File: src/rtl/fp_div_arbiter.sv
// fp_div_arbiter: round-robin sharing of one pipelined FP divider among N_REQ requesters.
// A tag FIFO remembers who issued each operation so in-order results return to their owner.
module fp_div_arbiter #(
    parameter int N_REQ        = 4,
    parameter int ID_W         = 2,
    parameter int MAX_INFLIGHT = 32,
    localparam int DATA_W      = 32,
    localparam int CNT_W       = $clog2(MAX_INFLIGHT) + 1
) (
    input  logic                    clk,
    input  logic                    rst,
    input  logic [N_REQ-1:0]        req_valid,
    output logic [N_REQ-1:0]        req_ready,
    input  logic [DATA_W*N_REQ-1:0] req_a,
    input  logic [DATA_W*N_REQ-1:0] req_b,
    output logic                    div_in_valid,
    input  logic                    div_in_ready,
    output logic [DATA_W-1:0]       div_a,
    output logic [DATA_W-1:0]       div_b,
    input  logic                    div_res_valid,
    input  logic [DATA_W-1:0]       div_res_data,
    output logic                    rsp_valid,
    output logic [ID_W-1:0]         rsp_id,
    output logic [DATA_W-1:0]       rsp_data,
    output logic [CNT_W-1:0]        inflight,
    output logic                    err_orphan
);
    localparam int AW = $clog2(MAX_INFLIGHT);

    logic [ID_W-1:0]   rr_ptr;
    logic [ID_W-1:0]   rr_next;
    logic [ID_W-1:0]   win_id;
    logic [ID_W-1:0]   hold_id;
    logic [ID_W:0]     cand;
    logic              win_found;
    logic [DATA_W-1:0] win_a;
    logic [DATA_W-1:0] win_b;
    logic              stage_free;
    logic              slot_ok;
    logic              accept;
    logic              push;
    logic              pop;
    logic [ID_W-1:0]   tag_mem [MAX_INFLIGHT];
    logic [AW-1:0]     wr_ptr;
    logic [AW-1:0]     rd_ptr;

    assign push       = div_in_valid & div_in_ready;
    assign pop        = div_res_valid & (inflight != '0);
    assign stage_free = !div_in_valid || div_in_ready;
    // The pair being handed over this cycle already owns a slot; a same-cycle pop does not free one.
    assign slot_ok    = (inflight + CNT_W'(push)) < CNT_W'(MAX_INFLIGHT);
    assign accept     = win_found && stage_free && slot_ok;

    // Round-robin search starting at rr_ptr.
    always_comb begin
        win_found = 1'b0;
        win_id    = '0;
        cand      = '0;
        for (int k = 0; k < N_REQ; k++) begin
            cand = {1'b0, rr_ptr} + (ID_W+1)'(k);
            if (cand >= (ID_W+1)'(N_REQ)) cand = cand - (ID_W+1)'(N_REQ);
            if (!win_found && req_valid[cand[ID_W-1:0]]) begin
                win_found = 1'b1;
                win_id    = cand[ID_W-1:0];
            end
        end
    end

    always_comb begin
        win_a = '0;
        win_b = '0;
        for (int i = 0; i < N_REQ; i++) begin
            if (win_id == ID_W'(i)) begin
                win_a = req_a[DATA_W*i +: DATA_W];
                win_b = req_b[DATA_W*i +: DATA_W];
            end
        end
    end

    always_comb begin
        req_ready = '0;
        if (accept) req_ready[win_id] = 1'b1;
    end

    assign rr_next = (win_id == ID_W'(N_REQ - 1)) ? '0 : win_id + ID_W'(1);

    // Issue stage: one-entry holding register in front of the divider
    always_ff @(posedge clk or posedge rst) begin
        if (rst) begin
            div_in_valid <= 1'b0;
            div_a        <= '0;
            div_b        <= '0;
            hold_id      <= '0;
            rr_ptr       <= '0;
        end else if (accept) begin
            div_in_valid <= 1'b1;
            div_a        <= win_a;
            div_b        <= win_b;
            hold_id      <= win_id;
            rr_ptr       <= rr_next;
        end else if (push) begin
            div_in_valid <= 1'b0;
        end
    end

    // Tag FIFO: pushed on divider handshake, popped on each owned result
    always_ff @(posedge clk or posedge rst) begin
        if (rst) begin
            wr_ptr   <= '0;
            rd_ptr   <= '0;
            inflight <= '0;
        end else begin
            if (push) wr_ptr <= wr_ptr + AW'(1);
            if (pop)  rd_ptr <= rd_ptr + AW'(1);
            inflight <= inflight + CNT_W'(push) - CNT_W'(pop);
        end
    end

    always_ff @(posedge clk) begin
        if (push) tag_mem[wr_ptr] <= hold_id;
    end

    // Response stage
    always_ff @(posedge clk or posedge rst) begin
        if (rst) begin
            rsp_valid  <= 1'b0;
            rsp_id     <= '0;
            rsp_data   <= '0;
            err_orphan <= 1'b0;
        end else begin
            rsp_valid <= pop;
            if (pop) begin
                rsp_id   <= tag_mem[rd_ptr];
                rsp_data <= div_res_data;
            end
            if (div_res_valid && (inflight == '0)) err_orphan <= 1'b1;
        end
    end

endmodule

File: config.mk
export PLATFORM = sky130hd
export DESIGN_NAME = fp_div_arbiter
export DESIGN_NICKNAME = d
export VERILOG_FILES = /design/src/rtl/fp_div_arbiter.sv
export SDC_FILE = /design/constraint.sdc
export NUM_CORES = 1
export LEC_CHECK = 0
export BUFFER_PORTS_ARGS = -buffer_cell sky130_fd_sc_hd__buf_2
export CORE_MARGIN = 10
export CORE_UTILIZATION = 49
export DETAILED_ROUTE_END_ITERATION = 7
export PLACE_DENSITY = 0.77
export SLEW_MARGIN = 30
export SYNTH_ARGS = -nofsm -noshare
export SYNTH_HDL_FRONTEND = slang
export SYNTH_SLANG_ARGS = --single-unit
File: constraint.sdc
create_clock -name clk -period 4.3 [get_ports clk]
set_clock_uncertainty 0.05 [all_clocks]
set_input_delay 0.645 -clock clk [delete_from_list [all_inputs] [get_ports clk]]
set_output_delay 0.645 -clock clk [all_outputs]
set_load 0.05 [all_outputs]
==> results.sh, run 1 <==
export IMPL_syn_inst=913
export IMPL_synth_area_top_cells="dfrtp_1 30%, edfxtp_1 19%, mux2_4 8.9%, nor2b_1 8.0%, nand2_1 6.5%"
export IMPL_crit_required_ns=3.61
export IMPL_wire_per_inst_um=21.0
export IMPL_r2r_end="div_b[7]"
export IMPL_hold_buffers=0
export IMPL_synth_avg_cell_area_sq_um=11.0
export IMPL_clkSinkCount=185
export IMPL_path_clk_slew_ns=0.07
export IMPL_drive_gt1_share_pct=42.6
export IMPL_hold_path_class="in -> async"
export IMPL_dr_pass1_iters=4
export IMPL_post_cts_buffers=0
export IMPL_grt_use_met2_pct=41.0
export IMPL_final_common_cell="buf_2"
export IMPL_yosysWarnings=0
export IMPL_p_total_uw=10200
export IMPL_synthToLayoutAreaGrowth_pct=28.1
export IMPL_synth_nets=1222
export IMPL_yosysSeqAreaShare_pct=49.1
export IMPL_grt_util_met1_pct=27.1
export IMPL_core_area_sq_um=20200
export IMPL_max_vdd_ir_drop_mv=0.443
export IMPL_slew_headroom_pct=46.3
export IMPL_synthArstFlopShare_pct=65.4
export IMPL_r2r_slack_ns=1.16
export IMPL_worst_setup_path_start_kind="register"
export IMPL_worst_slew_pin_slew_ns=0.806
export IMPL_drv_slew=0
export IMPL_dieArea_sq_um=26700
export IMPL_synth_edf_count=64
export IMPL_tns_ns=0
export IMPL_ff2ff_path_depth=10
export IMPL_p_per_area_nw_per_um2=786
export IMPL_layout_common_cells="406 x buf_2, 174 x nand2_1, 129 x nor2b_1"
export IMPL_worstPathArrival_ns=2.78
export IMPL_power_leakage_uw=0.00594
export IMPL_hpwlAfterDp_um=25600
export IMPL_cp_max_fo=39
export IMPL_grt_pass1_wl_um=49400
export IMPL_h_tree_depth=4
export IMPL_hold_viol_final=0
export IMPL_yosysTopAreaCellShare_pct=30.0
export IMPL_syn_cell_area_sq_um=10100
export IMPL_cts_made_buffers=17
export IMPL_grt_max_degree=117
export IMPL_row_count=52
export IMPL_period_share_pct=80.8
export IMPL_overflow=0
export IMPL_cts_tree="done"
export IMPL_start_util_pct=49.8
export IMPL_drt_vias_per_instance=5.39
export IMPL_drtAntennaViolNets=0
export IMPL_final_net_count=1593
export IMPL_drt_wl_total_um=32900
export IMPL_setup_viol=0
export IMPL_period_needed_ns=3.48
export IMPL_startpoint="rr_ptr[1]"
export IMPL_root_buffer="clkbuf_16"
export IMPL_synth_cell_type_count=49
export IMPL_outcome="finished clean"
export IMPL_die_y_um=163
export IMPL_r2r_start="rr_ptr[1]"
export IMPL_synth_top_cell_by_area="dfrtp_1"
export IMPL_io_buffers=406
export IMPL_end_kind="output pin"
export IMPL_first_iter_violations=550
export IMPL_ios=407
export IMPL_track_usage_pct=23.6
export IMPL_cts_resized_gates=0
export IMPL_drc=0
export IMPL_synth_seq_cells=185
export IMPL_num_vias=8466
export IMPL_max_freq_ghz=0.288
export IMPL_globalplace_congestion=0.917
export IMPL_antenna_found_initial=6
export IMPL_die_w_um=163
export IMPL_drv_cap=0
export IMPL_cts_path_max_buffers=2
export IMPL_clk_latency_ns=0.41
export IMPL_met3_usage_pct=7.05
export IMPL_grt_pass1_vias=8853
export IMPL_crit_end="req_ready[1]"
export IMPL_rsz0062_at_grt="no"
export IMPL_synth_main_ff_cell="dfrtp_1"
export IMPL_top_usage_layer="met2"
export IMPL_path_class="reg -> out"
sequential cells by signal (all words and copies together), names as in the netlist, 5 cells and up:
| name | cells |
|---|---|
| inflight | 6 |
| tag_mem | 64 |
| div_a | 32 |
| wr_ptr | 5 |
| div_b | 32 |
| rsp_data | 32 |
| rd_ptr | 5 |
through the flow:
step	cell area, sq um	util, %	setup WS, ns	std cells	hold WS [ns]
floorplan	10100	-	0.391	913	0.423
CTS	12900	63.8	0.787	1567	0.343
finish	12900	63.8	0.824	1570	0.318
global route	12900	63.8	0.631	1569	0.353
detailed placement	12300	61.0	0.738	1535	0.404
global placement	12300	61.0	0.832	1535	0.394
Yosys cell counts (2+ instances only):
cell type    n
buf_6        8
nor3b_1      6
xnor2_1     11
nand2_1    174
mux4_2      18
and2_1       5
nor4_1       2
ha_1        13
buf_2        2
a221oi_1    64
nand3_1      2
nor2b_1    129
o21ai_0      3
or3b_2       2
nand3b_1     3
or2_2        3
a311oi_1     2
mux2i_1      2
inv_1       16
a31oi_1      5
xor2_1       2
edfxtp_1    64
nor2_1      39
clkbuf_1    56
mux2_1       4
nand4_1      3
o221ai_1     2
dfrtp_1    121
mux2_2       2
o31ai_1     64
mux2_4      60
a21oi_1      3
buf_1        7
routing by layer:
metal  vias to the layer above  part of all wire, %
li1                       4017                    -
met1                      4059                   38
met2                       335                   52
met3                        49                  7.7
met4                         6                  2.1
met5                         -                 0.11
logic make-up after synthesis:
kind of cell	count (synthesis)	synth area share, %
XOR/XNOR	13	1.13
flip-flops	185	49.1
adder cells (fa/ha/maj)	13	1.61
AND/OR/NAND/NOR	373	18.2
AO/OA/AOI/OAI	152	12.0
multiplexers	86	13.8
buffers and inverters	91	4.06
worst min-delay path by stage:
stage                          from      endpoint  slack, ns
floorplan                 rd_ptr[4]     rd_ptr[4]       0.42
detailed placement       err_orphan    err_orphan       0.40
CTS                             rst   rsp_data[0]       0.34
global placement         err_orphan    err_orphan       0.39
finish                          rst  rsp_data[18]       0.32
global route        div_res_data[3]   rsp_data[3]       0.35
power by group:
part	internal, uW	switching (uW)	total (uW)
registers	2420	494	2920
logic	2220	3520	5730
clock network	811	692	1500
total	5450	4700	10200
cell type report:
class / count / area, sq um
fill: 1682 / 7320
sequential: 185 / 4950
multi-input combinational: 637 / 4760
timing repair buffer: 427 / 2230
clock buffer: 17 / 425
tap: 270 / 338
clock inverter: 15 / 143
inverter: 16 / 62.6
antenna: 3 / 7.51
worst max-delay path: stages (launching register included):
cell      delay [ns]
dfrtp_1         0.43
inv_1           0.07
o221ai_1        0.09
a22oi_1         0.32
nor2b_1         0.43
ha_4            0.51
and2_1          0.20
buf_2           0.26
No activity file was read; power rests on OpenSTA's default activity.
==> run 2, diff against run 1 <==
--- a/config.mk
+++ b/config.mk
@@ -7,9 +7,9 @@
 export LEC_CHECK = 0
 export BUFFER_PORTS_ARGS = -buffer_cell sky130_fd_sc_hd__buf_2
 export CORE_MARGIN = 10
-export CORE_UTILIZATION = 49
+export CORE_UTILIZATION = 45
 export DETAILED_ROUTE_END_ITERATION = 7
-export PLACE_DENSITY = 0.77
+export PLACE_DENSITY = 0.74
 export SLEW_MARGIN = 30
 export SYNTH_ARGS = -nofsm -noshare
 export SYNTH_HDL_FRONTEND = slang
==> constraint.sdc (replaced) <==
create_clock -name clk -period 2.9 [get_ports clk]
set_clock_uncertainty 0.05 [all_clocks]
set_input_delay 0.435 -clock clk [delete_from_list [all_inputs] [get_ports clk]]
set_output_delay 0.435 -clock clk [all_outputs]
set_load 0.05 [all_outputs]
==> run 2 against run 1 <==
Sequential share of layout area shrank 1.2 points. Worst hold slack lost 0.29 ns. Power rose by 53%. Critical path type unchanged. Sequential power increased by 49%. Critical endpoint is now req_ready[2].
==> results.sh, run 2 (same netlist as run 1, synthesis figures left out) <==
export IMPL_path_clk_slew_ns=0.08
export IMPL_grt_use_met2_pct=39.6
export IMPL_io_buffers=406
export IMPL_p_switching_uw=7120
export IMPL_drc=0
export IMPL_track_usage_pct=22.7
export IMPL_regMostFlops="tag_mem"
export IMPL_clkSinkCount=185
export IMPL_cts_tree="done"
export IMPL_grt_util_met1_pct=25.6
export IMPL_cts_made_buffers=17
export IMPL_antenna_found_initial=9
export IMPL_synthToLayoutAreaGrowth_pct=32.3
export IMPL_power_leakage_uw=0.00615
export IMPL_grt_pass1_wl_um=51600
export IMPL_crit_required_ns=2.41
export IMPL_max_freq_ghz=0.357
export IMPL_layout_common_cells="402 x buf_2, 174 x nand2_1, 129 x nor2b_1"
export IMPL_row_count=54
export IMPL_first_iter_violations=674
export IMPL_num_vias=8854
export IMPL_core_area_sq_um=22000
export IMPL_hpwlAfterDp_um=26900
export IMPL_pwr_share_comb_pct=57.6
export IMPL_drive_gt1_share_pct=44.9
export IMPL_globalplace_congestion=0.952
export IMPL_top_usage_layer="met2"
export IMPL_worst_slew_pin_slew_ns=0.709
export IMPL_seqPwrFrac_pct=28.1
export IMPL_outcome="finished clean"
export IMPL_cts_path_max_buffers=2
export IMPL_drt_wl_total_um=34300
export IMPL_grt_pass1_vias=9364
export IMPL_drv_cap=0
export IMPL_ios=407
export IMPL_die_y_um=170
export IMPL_switching_share_pct=45.9
export IMPL_fin_util_pct=60.7
export IMPL_start_util_pct=45.9
export IMPL_rsz0062_at_grt="no"
export IMPL_largest_reg_flops=64
export IMPL_worstPathArrival_ns=2.32
export IMPL_clkPwrFrac_pct=14.4
export IMPL_met3_usage_pct=6.93
export IMPL_period_share_pct=96.7
export IMPL_drt_vias_per_instance=5.46
export IMPL_p_per_area_nw_per_um2=1160
export IMPL_max_vdd_ir_drop_mv=0.744
export IMPL_root_buffer="clkbuf_16"
export IMPL_grt_max_degree=54
export IMPL_path_class="reg -> out"
export IMPL_wire_per_inst_um=21.2
export IMPL_clk_latency_ns=0.42
export IMPL_worst_setup_path_start_kind="register"
export IMPL_overflow=0
export IMPL_hold_path_class="in -> async"
export IMPL_end_kind="output pin"
export IMPL_h_tree_depth=4
export IMPL_r2r_slack_ns=0.20
export IMPL_setup_viol=0
export IMPL_drtAntennaViolNets=0
export IMPL_slew_headroom_pct=52.7
export IMPL_final_common_cell="buf_2"
export IMPL_intPower_uw=8400
export IMPL_drv_slew=0
export IMPL_final_net_count=1629
export IMPL_dr_pass1_iters=5
export IMPL_dieArea_sq_um=28800
export IMPL_hold_buffers=0
export IMPL_hold_slack_ns=0.0297
export IMPL_cp_max_fo=31
export IMPL_die_w_um=170
export IMPL_hold_viol_final=0
export IMPL_period_needed_ns=2.80
[run 2: what timing repair did]
item | CTS | global route
setup endpoints to repair | 4 | 4
pin swaps | 0 | 2
gates cloned | 0 | 1
hold endpoints to repair | 0 | 0
resized for setup | 6 | 1
buffers inserted | 2 | 0
[run 2: final timing paths]
kind / from / depth (start not counted) / to
setup / recovery: rr_ptr[1] / 9 / req_ready[2]
setup reg to reg: rr_ptr[1] / 12 / div_a[13]
max in group asynchronous: rst / 3 / hold_id[1]
hold / removal: rst / 2 / div_a[5]
min in group clk: div_res_data[8] / 3 / rsp_data[8]
hold reg to reg: rsp_data[8] / 2 / rsp_data[8]
[run 2: metrics by stage]
stage                     setup slack (ns)  TNS [ns]  cells  instance area, sq um  total power [uW]
after floorplan                    -0.0530    -0.159    913                 10100             10700
after global placement               0.142         0   1578                 12700             13100
after detailed placement            0.0635         0   1578                 12700             13300
after CTS                           0.0231         0   1612                 13300             15600
after global routing                0.0208         0   1619                 13300             16400
final                               0.0961         0   1622                 13300             15500
[run 2: layout make-up]
cell class	instances	area (sq um)
fill	1855	8620
sequential	185	4950
multi-input combinational	637	4780
timing repair buffer	463	2600
clock buffer	17	425
tap	280	350
clock inverter	15	136
inverter	16	63.8
antenna	9	22.5
[run 2: power by group through the flow]
stage	sequential (uW)	combinational (uW)	clock, uW
6_report	4360	8940	2230
5_1_grt	4470	9540	2370
4_1_cts	4360	8950	2280
3_5_place_dp	4370	8920	0
3_3_place_gp	4380	8730	0
2_1_floorplan	6080	4640	0
[run 2: critical path: stages (launching register included)]
cell and delay (ns):
dfrtp_1 0.43, inv_1 0.09, o221ai_1 0.11, a22oi_1 0.22
buf_4 0.17, nand2b_1 0.12, ha_4 0.21, buf_12 0.15
and2_2 0.19, buf_4 0.18
[run 2: layer usage]
layer / vias up / routed length, um
met5: - / 13
met4: 2 / 880
met3: 56 / 2640
met2: 364 / 17600
met1: 4323 / 13200
li1: 4109 / -
==> run 3, diff against run 2 <==
--- a/config.mk
+++ b/config.mk
@@ -9,6 +9,7 @@
 export CORE_MARGIN = 10
 export CORE_UTILIZATION = 45
 export DETAILED_ROUTE_END_ITERATION = 7
+export MAX_ROUTING_LAYER = met4
 export PLACE_DENSITY = 0.74
 export SLEW_MARGIN = 30
 export SYNTH_ARGS = -nofsm -noshare
==> run 3 against run 2 <==
Via count shrank 1.4%. First-iteration DRC count shrank 3.0%. Wire length shrank 0.39%. Global-route usage grew 0.51 points. Register-to-register slack gained 0.04 ns. Critical path depth shrank 1. Critical path type unchanged.
==> results.sh, run 3 (same netlist as run 1, synthesis figures left out) <==
export IMPL_max_freq_ghz=0.358
export IMPL_antenna_found_initial=8
export IMPL_wire_per_inst_um=21.2
export IMPL_clkSinkCount=185
export IMPL_period_needed_ns=2.79
export IMPL_drt_wl_total_um=34200
export IMPL_dr_pass1_iters=5
export IMPL_end_kind="output pin"
export IMPL_row_count=54
export IMPL_hold_slack_ns=0.0524
export IMPL_drive_gt1_share_pct=44.6
export IMPL_p_per_area_nw_per_um2=1170
export IMPL_clk_latency_ns=0.42
export IMPL_grt_max_degree=74
export IMPL_drt_met1_wl_um=13500
export IMPL_layout_common_cells="402 x buf_2, 174 x nand2_1, 129 x nor2b_1"
export IMPL_grt_pass1_wl_um=51000
export IMPL_ios=407
export IMPL_period_share_pct=96.2
export IMPL_die_y_um=170
export IMPL_synthToLayoutAreaGrowth_pct=32.1
export IMPL_crit_required_ns=2.41
export IMPL_placed_area_sq_um=12600
export IMPL_core_area_sq_um=22000
export IMPL_first_iter_violations=654
export IMPL_track_usage_pct=23.2
export IMPL_cts_tree="done"
export IMPL_stdcell_area_sq_um=13300
export IMPL_drc=0
export IMPL_drv_slew=0
export IMPL_start_util_pct=45.9
export IMPL_cts_path_max_buffers=2
export IMPL_r2r_start="rr_ptr[1]"
export IMPL_regMostFlops="tag_mem"
export IMPL_path_clk_slew_ns=0.08
export IMPL_top_layer_used="met4"
export IMPL_drv_cap=0
export IMPL_final_common_cell="buf_2"
export IMPL_hold_buffers=0
export IMPL_largest_reg_flops=64
export IMPL_hpwlAfterDp_um=26500
export IMPL_path_class="reg -> out"
export IMPL_hold_path_class="in -> async"
export IMPL_tns_ns=0
export IMPL_max_vdd_ir_drop_mv=0.823
export IMPL_worstPathArrival_ns=2.31
export IMPL_final_net_count=1619
export IMPL_dieArea_sq_um=28800
export IMPL_overflow=0
export IMPL_num_vias=8734
export IMPL_grt_pass1_vias=9123
export IMPL_fin_util_pct=60.6
export IMPL_dr_wl_met3_um=2440
export IMPL_r2r_end="div_a[5]"
export IMPL_setup_viol=0
export IMPL_io_buffers=406
export IMPL_cts_made_buffers=17
export IMPL_globalplace_congestion=0.950
export IMPL_die_w_um=170
export IMPL_wl_met2_um=17300
export IMPL_worst_setup_path_start_kind="register"
export IMPL_drtAntennaViolNets=0
export IMPL_ff2ff_path_depth=12
export IMPL_h_tree_depth=4
export IMPL_r2r_slack_ns=0.24
export IMPL_outcome="finished clean"
export IMPL_hold_viol_final=0
export IMPL_cp_max_fo=7
export IMPL_root_buffer="clkbuf_16"
export IMPL_drt_vias_per_instance=5.42
export IMPL_worst_slew_pin_slew_ns=0.689
export IMPL_power_leakage_uw=0.00613
export IMPL_slew_headroom_pct=54.0
[run 3: cell count changes in the layout (fill, tap and decap cells not counted), moves of 2 or more]
cell        previous run  this run
inv_6                  1         3
clkinvlp_4             3         1
buf_4                 50        38
buf_6                  1         3
clkinv_8               1         3
[run 3: final cells by class]
class / instances / area (sq um)
Clock inverter: 13 / 146
Fill cell: 1840 / 8640
Sequential cell: 185 / 4950
Multi-Input combinational cell: 637 / 4780
Timing Repair Buffer: 453 / 2540
Inverter: 16 / 63.8
Antenna cell: 8 / 20.0
Clock buffer: 19 / 458
Tap cell: 280 / 350
[run 3: through the flow]
stage                     instances  setup slack, ns  total power, uW
after CTS                      1600           0.0178            15600
after global placement         1568            0.145            13000
after detailed placement       1568           0.0997            13200
after global routing           1611         -0.00783            16400
after floorplan                 913          -0.0530            10700
final                          1611            0.110            15600
[run 3: how the worst max path moves through the flow]
stage	startpoint	endpoint	slack (ns)	cells past startpoint
after floorplan	div_in_valid	req_ready[1]	-0.05	8
after global placement	req_valid[2]	div_a[5]	0.15	13
after detailed placement	req_valid[2]	div_a[5]	0.1	13
after CTS	div_in_valid	req_ready[0]	0.02	9
after global routing	div_in_valid	req_ready[0]	-0.008	8
final	div_in_valid	req_ready[0]	0.11	8
[run 3: timing repair]
item                                    CTS  global route
endpoints found under the setup margin    4             3
buffers inserted                          0             2
pin swaps                                 1             1
cloned                                    0             1
gates resized for setup                   6             6
[run 3: critical path, cell delays in order (launching register included)]
cell and delay [ns]:
dfrtp_2 0.37, and2_1 0.16, ha_2 0.22, nand3_4 0.07
o21a_1 0.23, nor4_4 0.32, buf_6 0.20, and2_4 0.14
buf_4 0.19
[run 3: per-layer routing]
metal,vias to the layer above,GRT usage (%)
met5,-,-
met4,0,8.62
met3,53,6.16
met2,343,38.7
met1,4265,26.4
li1,4073,-
[run 3: power breakdown]
part	leakage, uW	total [uW]	switching, uW	internal [uW]
clock	0.000297	2350	1130	1220
sequential	0.00205	4360	767	3590
combinational	0.00378	8870	5250	3620
total	0.00613	15600	7140	8430
